`config.mk`:
```
export PLATFORM = sky130hd
export DESIGN_NAME = fifo_sync_fwft
export DESIGN_NICKNAME = d
export VERILOG_FILES = /design/src/rtl/fifo_pkg.sv /design/src/rtl/bram_infer.sv /design/src/rtl/fifo_sync_fwft.sv
export SDC_FILE = /design/constraint.sdc
export NUM_CORES = 1
export LEC_CHECK = 0
export ABC_CLOCK_PERIOD_IN_PS = 8900
export CORE_MARGIN = 1
export CORE_UTILIZATION = 67
export CTS_CLUSTER_SIZE = 16
export DETAILED_ROUTE_END_ITERATION = 12
export HOLD_SLACK_MARGIN = 0.02
export PLACE_DENSITY = 0.9
export SETUP_SLACK_MARGIN = 0.02
export SLEW_MARGIN = 20
export SYNTH_ARGS = -nofsm -noshare
export SYNTH_HDL_FRONTEND = slang
export SYNTH_SLANG_ARGS = --single-unit
```
`constraint.sdc`:
```
create_clock -name clk -period 8.9 [get_ports clk]
set_input_delay 1.78 -clock clk [delete_from_list [all_inputs] [get_ports clk]]
set_output_delay 1.78 -clock clk [all_outputs]
set_load 0.02 [all_outputs]
```
`src/rtl/fifo_pkg.sv`:
```
// fifo_pkg: shared helpers for the first-word-fall-through FIFO.
// Holds the pointer/count width function and the parameter legality check
// used at elaboration time by fifo_sync_fwft.
package fifo_pkg;

  // Pointers and the occupancy count carry one extra bit above the RAM
  // address, so FIFO_DEPTH itself is representable and full/empty never alias.
  function automatic int ptr_width(input int depth);
    return $clog2(depth) + 1;
  endfunction

  function automatic bit is_pow2(input int v);
    return (v > 0) && ((v & (v - 1)) == 0);
  endfunction

  // True when the depth is a power of two (>= 4) and both flag thresholds
  // fall inside the range the count can actually reach.
  function automatic bit params_ok(input int depth, input int afull, input int aempty);
    return is_pow2(depth) && (depth >= 4) &&
           (afull >= 1) && (afull <= depth) &&
           (aempty >= 0) && (aempty <= depth - 1);
  endfunction

endpackage

```
`src/rtl/bram_infer.sv`:
```
// bram_infer: simple dual-port RAM, one write port and one read port on the
// same clock, with a registered read (one cycle latency). Contents and the
// read register are intentionally not reset so the array maps onto block RAM.
module bram_infer
  import fifo_pkg::*;
#(
  parameter int N_ADDR     = 64,
  parameter int DATA_WIDTH = 16
) (
  input  logic                              clk,
  input  logic                              we,
  input  logic [ptr_width(N_ADDR)-2:0]      waddr,
  input  logic [DATA_WIDTH-1:0]             wdata,
  input  logic                              re,
  input  logic [ptr_width(N_ADDR)-2:0]      raddr,
  output logic [DATA_WIDTH-1:0]             rdata
);

  logic [DATA_WIDTH-1:0] mem [N_ADDR];
  logic [DATA_WIDTH-1:0] rdata_q;

  // Write port plus enabled read register; the read register holds its value
  // when re is low, which the FIFO relies on to park a prefetched word.
  always_ff @(posedge clk) begin
    if (we) begin
      mem[waddr] <= wdata;
    end
    if (re) begin
      rdata_q <= mem[raddr];
    end
  end

  assign rdata = rdata_q;

endmodule

```
`src/rtl/fifo_sync_fwft.sv`:
```
// fifo_sync_fwft: single-clock first-word-fall-through FIFO.
// Storage is a registered-read block RAM (bram_infer) followed by an output
// register; the RAM read register acts as a one-word prefetch stage, so a word
// written into an empty FIFO appears on rdata two edges later and a full
// stream runs at one word per cycle.
// Optional build macro: FIFO_PEAK_EN adds the peak_count output.
module fifo_sync_fwft
  import fifo_pkg::*;
#(
  parameter int DIN_WIDTH     = 16,
  parameter int FIFO_DEPTH    = 64,
  parameter int AFULL_THRESH  = FIFO_DEPTH - 8,
  parameter int AEMPTY_THRESH = 8
) (
  input  logic                                 clk,
  input  logic                                 rst,
  input  logic [DIN_WIDTH-1:0]                 wdata,
  input  logic                                 w_valid,
  output logic                                 w_ready,
  output logic [DIN_WIDTH-1:0]                 rdata,
  output logic                                 r_valid,
  input  logic                                 r_ready,
  input  logic                                 flush,
  input  logic                                 clr_err,
  output logic [ptr_width(FIFO_DEPTH)-1:0]     count,
  output logic                                 empty,
  output logic                                 full,
  output logic                                 almost_full,
  output logic                                 almost_empty,
  output logic                                 overflow
`ifdef FIFO_PEAK_EN
  ,
  output logic [ptr_width(FIFO_DEPTH)-1:0]     peak_count
`endif
);

  localparam int CW = ptr_width(FIFO_DEPTH);
  localparam int AW = CW - 1;

  localparam logic [CW-1:0] DEPTH_C  = CW'(FIFO_DEPTH);
  localparam logic [CW-1:0] AFULL_C  = CW'(AFULL_THRESH);
  localparam logic [CW-1:0] AEMPTY_C = CW'(AEMPTY_THRESH);

  localparam bit PARAMS_OK = params_ok(FIFO_DEPTH, AFULL_THRESH, AEMPTY_THRESH);

  // Refuse to elaborate with a non power-of-two depth or unreachable thresholds.
  generate
    if (!PARAMS_OK) begin : g_param_check
      $error("fifo_sync_fwft: illegal FIFO_DEPTH or threshold parameters");
    end
  endgenerate

  // ---------------------------------------------------------------------
  // State
  // ---------------------------------------------------------------------
  logic [CW-1:0]        wr_ptr_q,    wr_ptr_d;
  logic [CW-1:0]        rd_ptr_q,    rd_ptr_d;
  logic [CW-1:0]        count_q,     count_d;
  logic                 mid_valid_q, mid_valid_d;  // RAM read register holds a word
  logic                 out_valid_q, out_valid_d;  // output register holds the head
  logic [DIN_WIDTH-1:0] rdata_q,     rdata_d;
  logic                 overflow_q,  overflow_d;

  // ---------------------------------------------------------------------
  // Handshake decode
  // ---------------------------------------------------------------------
  logic                 full_w;
  logic                 accept;
  logic                 pop;
  logic                 ram_has_data;
  logic                 mid_to_out;
  logic                 rd_en;
  logic                 ovf_event;
  logic [DIN_WIDTH-1:0] ram_rdata;

  // Decode accepts, pops and prefetch moves; flush cancels every transfer.
  always_comb begin
    full_w       = (count_q == DEPTH_C);
    accept       = w_valid & ~full_w & ~flush;
    pop          = out_valid_q & r_ready & ~flush;
    // Words still in RAM and not yet moved into the read register.
    ram_has_data = (wr_ptr_q != rd_ptr_q);
    // The output register refills whenever it is empty or being popped.
    mid_to_out   = mid_valid_q & (~out_valid_q | pop);
    // Issue a RAM read whenever the read register is free or draining now.
    rd_en        = ram_has_data & (~mid_valid_q | mid_to_out) & ~flush;
    // A write attempt against a full FIFO is dropped and flagged, even if a
    // pop frees a slot on the same edge; a flush suppresses the flag.
    ovf_event    = w_valid & full_w & ~flush;
  end

  bram_infer #(
    .N_ADDR     (FIFO_DEPTH),
    .DATA_WIDTH (DIN_WIDTH)
  ) u_ram (
    .clk   (clk),
    .we    (accept),
    .waddr (wr_ptr_q[AW-1:0]),
    .wdata (wdata),
    .re    (rd_en),
    .raddr (rd_ptr_q[AW-1:0]),
    .rdata (ram_rdata)
  );

  // ---------------------------------------------------------------------
  // Next-state logic
  // ---------------------------------------------------------------------

  // Pointer advance; flush collapses both pointers back to zero.
  always_comb begin
    wr_ptr_d = wr_ptr_q;
    rd_ptr_d = rd_ptr_q;
    if (flush) begin
      wr_ptr_d = '0;
      rd_ptr_d = '0;
    end else begin
      if (accept) wr_ptr_d = wr_ptr_q + CW'(1);
      if (rd_en)  rd_ptr_d = rd_ptr_q + CW'(1);
    end
  end

  // Occupancy counts every accepted word until it is popped, including the
  // words sitting in the prefetch and output registers.
  always_comb begin
    count_d = count_q;
    if (flush) begin
      count_d = '0;
    end else begin
      unique case ({accept, pop})
        2'b10:   count_d = count_q + CW'(1);
        2'b01:   count_d = count_q - CW'(1);
        default: count_d = count_q;
      endcase
    end
  end

  // Prefetch and output register valids plus head data; the head only changes
  // when it is empty or popped, so it is stable under backpressure.
  always_comb begin
    mid_valid_d = mid_valid_q;
    out_valid_d = out_valid_q;
    rdata_d     = rdata_q;
    if (flush) begin
      mid_valid_d = 1'b0;
      out_valid_d = 1'b0;
    end else begin
      if (rd_en) begin
        mid_valid_d = 1'b1;
      end else if (mid_to_out) begin
        mid_valid_d = 1'b0;
      end

      if (mid_to_out) begin
        out_valid_d = 1'b1;
        rdata_d     = ram_rdata;
      end else if (pop) begin
        out_valid_d = 1'b0;
      end
    end
  end

  // Sticky overflow; a new overflow event wins over a simultaneous clear.
  always_comb begin
    overflow_d = overflow_q;
    if (ovf_event) begin
      overflow_d = 1'b1;
    end else if (clr_err) begin
      overflow_d = 1'b0;
    end
  end

  // State registers with asynchronous clear.
  always_ff @(posedge clk or posedge rst) begin
    if (rst) begin
      wr_ptr_q    <= '0;
      rd_ptr_q    <= '0;
      count_q     <= '0;
      mid_valid_q <= 1'b0;
      out_valid_q <= 1'b0;
      rdata_q     <= '0;
      overflow_q  <= 1'b0;
    end else begin
      wr_ptr_q    <= wr_ptr_d;
      rd_ptr_q    <= rd_ptr_d;
      count_q     <= count_d;
      mid_valid_q <= mid_valid_d;
      out_valid_q <= out_valid_d;
      rdata_q     <= rdata_d;
      overflow_q  <= overflow_d;
    end
  end

  // ---------------------------------------------------------------------
  // Outputs: every flag is a decode of the registered count.
  // ---------------------------------------------------------------------
  assign count        = count_q;
  assign empty        = (count_q == '0);
  assign full         = full_w;
  assign w_ready      = ~full_w;
  assign almost_full  = (count_q >= AFULL_C);
  assign almost_empty = (count_q <= AEMPTY_C);
  assign r_valid      = out_valid_q;
  assign rdata        = rdata_q;
  assign overflow     = overflow_q;

`ifdef FIFO_PEAK_EN
  logic [CW-1:0] peak_q, peak_d;

  // High-water mark of the count, one cycle behind it; clr_err restarts the
  // tracking from the current level.
  always_comb begin
    peak_d = peak_q;
    if (clr_err) begin
      peak_d = count_q;
    end else if (count_q > peak_q) begin
      peak_d = count_q;
    end
  end

  // Peak register with asynchronous clear.
  always_ff @(posedge clk or posedge rst) begin
    if (rst) begin
      peak_q <= '0;
    end else begin
      peak_q <= peak_d;
    end
  end

  assign peak_count = peak_q;
`endif

endmodule

```
==> reports/qor.csv <==
metric,value,unit
grt_pass1_vias,22500,
ys.flop_type,edfxtp_1,
start_kind,flip-flop,
postRouteAntennaNets,0,
cts_buffers,99,
maxSlewViolCount,0,
slew_headroom,0.215,
yosys_warnings,0,
die_w,251,um
ctsHoldBuffers,0,
dieArea,63200,um^2
period_share,0.535,
yosysSeqAreaShare,0.774,
fin_crit,4760,ps
first_pass_iters,7,
synth_top_cell_by_area,edfxtp_1,
synthTopCellsByArea,"edfxtp_1, mux4_2, dfrtp_1",
boundaryPins,52,
post-route-util,0.759,
nNetsFinal,2108,
synth_cells,1952,
synth_edf_count,1040,
cap_violations,0,
hold_violations,0,
post_cts_buffers,0,
num_rows,91,
grt-ovfl-total,0,
hold_class,flip-flop to flip-flop,
cts_root_buffer,clkbuf_16,
worstSkewPairLatency,690,ps
clock_sinks,1080,
rsz0062_at_grt,no,
required,7120,ps
max_freq,0.210,GHz
p_per_area,261,nW/um^2
syn_to_final_growth,12.3,%
cts_tree,built,
finalSetupTns,0,ps
reg2regPathDepth,6,
worstSetupPathType,flip-flop to output port,
holdPathStages,1,
drc,0,
core-area,61600,um^2
grt_start_max_net_pins,116,
routed_via_density,7.52,
setup_viol,0,
cp_data_arrival_time,2980,ps
vias,22600,
antenna_found_initial,1,
wl_per_cell,37.7,um
syn_avg_cell_area,21.3,um^2
gp_congestion,0.927,
io_buffer_count,51,
finalClockSkew,39.6,ps
p_leak,14.7,nW
htree_levels,3,
async_reset_ff_frac,0.0370,
syn_area,41700,um^2
yosysTopAreaCellShare,0.750,
cts_buffer_depth,3,
critical_path.max_fanout,7,
synth_cell_types,58,
drive_gt1_frac,0.260,
cp-end-kind,output port,
ir_drop,231,uV
hpwl,56700,um
start_util,0.676,
status,completed,
wirelength,113000,um
path_clk_slew,70,ps
synthesis.nets,1978,
grt_pass1_wl,161000,um
grt.total_usage,0.369,
die_y,251,um
drt_iter0_drc,4234,
cts_resized,0,
synth-seq-cells,1080,
worst_pin_slew,1170,ps
final cells by class:
cell class              count  area (um^2)
diodes                      2         5.00
clock buffers             132         2700
clock inverters            53          641
fillers                  2880        14800
inverters                   7         26.3
multi-input cells         750         8970
flip-flops and latches   1080        32200
well taps                 837         1050
repair buffers            144         1140
state kept, by name (all words and copies together) (netlist names):
| signal | flops |
|---|---|
| count | 7 |
| u_ram.rdata | 16 |
| rdata | 16 |
| mid_valid_q | 1 |
| u_ram.mem | 1024 |
| rd_ptr_q | 7 |
| r_valid | 1 |
| overflow | 1 |
| wr_ptr_q | 7 |
cells by family after synthesis:
| kind of cell | share of synthesized area |
|---|---|
| flip-flops | 0.774 |
| multiplexers | 0.152 |
| AND/OR/NAND/NOR | 0.0290 |
| AO/OA/AOI/OAI | 0.0272 |
| buffers and inverters | 0.0127 |
| XOR/XNOR | 0.00466 |
| adder cells (fa/ha/maj) | 0.00120 |
per-layer routing:
metal  part of all wire  global-route usage
met1               0.32               0.492
met2               0.48               0.573
met3               0.14               0.104
met4              0.061               0.178
met5           0.000088                   0
where the power goes:
group          switching, mW  total (mW)  internal [mW]
registers              0.133        5.81           5.68
logic                   1.10        1.96          0.857
clock network           1.90        4.44           2.54
cells in the final DEF, fill, tap and decap left out, types with 18 or more instances in the layout:
master / Yosys / layout
clkbuf_16: 0 / 102
edfxtp_1: 1040 / 1040
buf_4: 4 / 91
dfrtp_1: 40 / 36
clkbuf_1: 51 / 27
clkdlybuf4s50_1: 0 / 35
nand2_1: 77 / 77
a22oi_1: 48 / 48
clkinv_2: 0 / 19
nand3_1: 39 / 39
mux2i_1: 34 / 34
a21oi_1: 38 / 38
nor2_1: 80 / 76
mux4_2: 256 / 256
mux2_2: 18 / 18
Yosys cell counts (2+ instances only):
master / count
a21oi_1: 38
nand3_1: 39
or4_1: 2
nor2_1: 80
nand2_1: 77
nor3_1: 17
or3_1: 6
o22ai_1: 17
mux4_2: 256
buf_2: 45
a22oi_1: 48
nand2b_1: 7
nand4_1: 2
ha_1: 4
o211a_1: 16
a211oi_1: 3
o2111ai_1: 16
a2111oi_0: 3
buf_4: 4
xor2_1: 10
nor2b_1: 6
a31oi_1: 2
o21a_1: 3
mux2_2: 18
inv_1: 6
clkbuf_1: 51
buf_1: 15
and2_1: 2
xnor2_1: 9
a31o_2: 2
o21ai_0: 2
or2_2: 2
nor4_1: 2
and3_1: 2
nand3b_1: 4
dfrtp_1: 40
or3b_2: 3
mux2i_1: 34
edfxtp_1: 1040
path summary, 6_finish.rpt:
check,slack (ps),end,startpoint
max,4140,full,count[1]$_DFFE_PP0P_
min,510,rdata[0]$_DFFE_PP0P_,rdata[0]$_DFFE_PP0P_
max reg2reg,4670,u_ram.rdata[4]$_DFFE_PP_,rd_ptr_q[0]$_DFFE_PP0P_
min reg2reg,510,rdata[0]$_DFFE_PP0P_,rdata[0]$_DFFE_PP0P_
max in group asynchronous,6540,rd_ptr_q[2]$_DFFE_PP0P_,rst
min in group asynchronous,1640,count[5]$_DFFE_PP0P_,rst
critical path: stages, from the launching register on:
cell,delay [ps]
dfrtp_1,460
or3_4,450
or3_1,380
or2_2,350
inv_1,60
clkdlybuf4s50_1,590
through the flow:
stage	area [um^2]	instances	setup WS [ps]	power (mW)	hold WS [ps]
final	46800	3005	4140	12.2	507
after global routing	46800	3003	4090	12.4	512
after CTS	46800	3003	4140	12.2	507
after detailed placement	43400	2818	3890	7.75	473
after global placement	43400	2818	4050	7.66	456
after floorplan	41700	1952	4910	7.12	454
No activity file was read; power rests on OpenSTA's default activity.
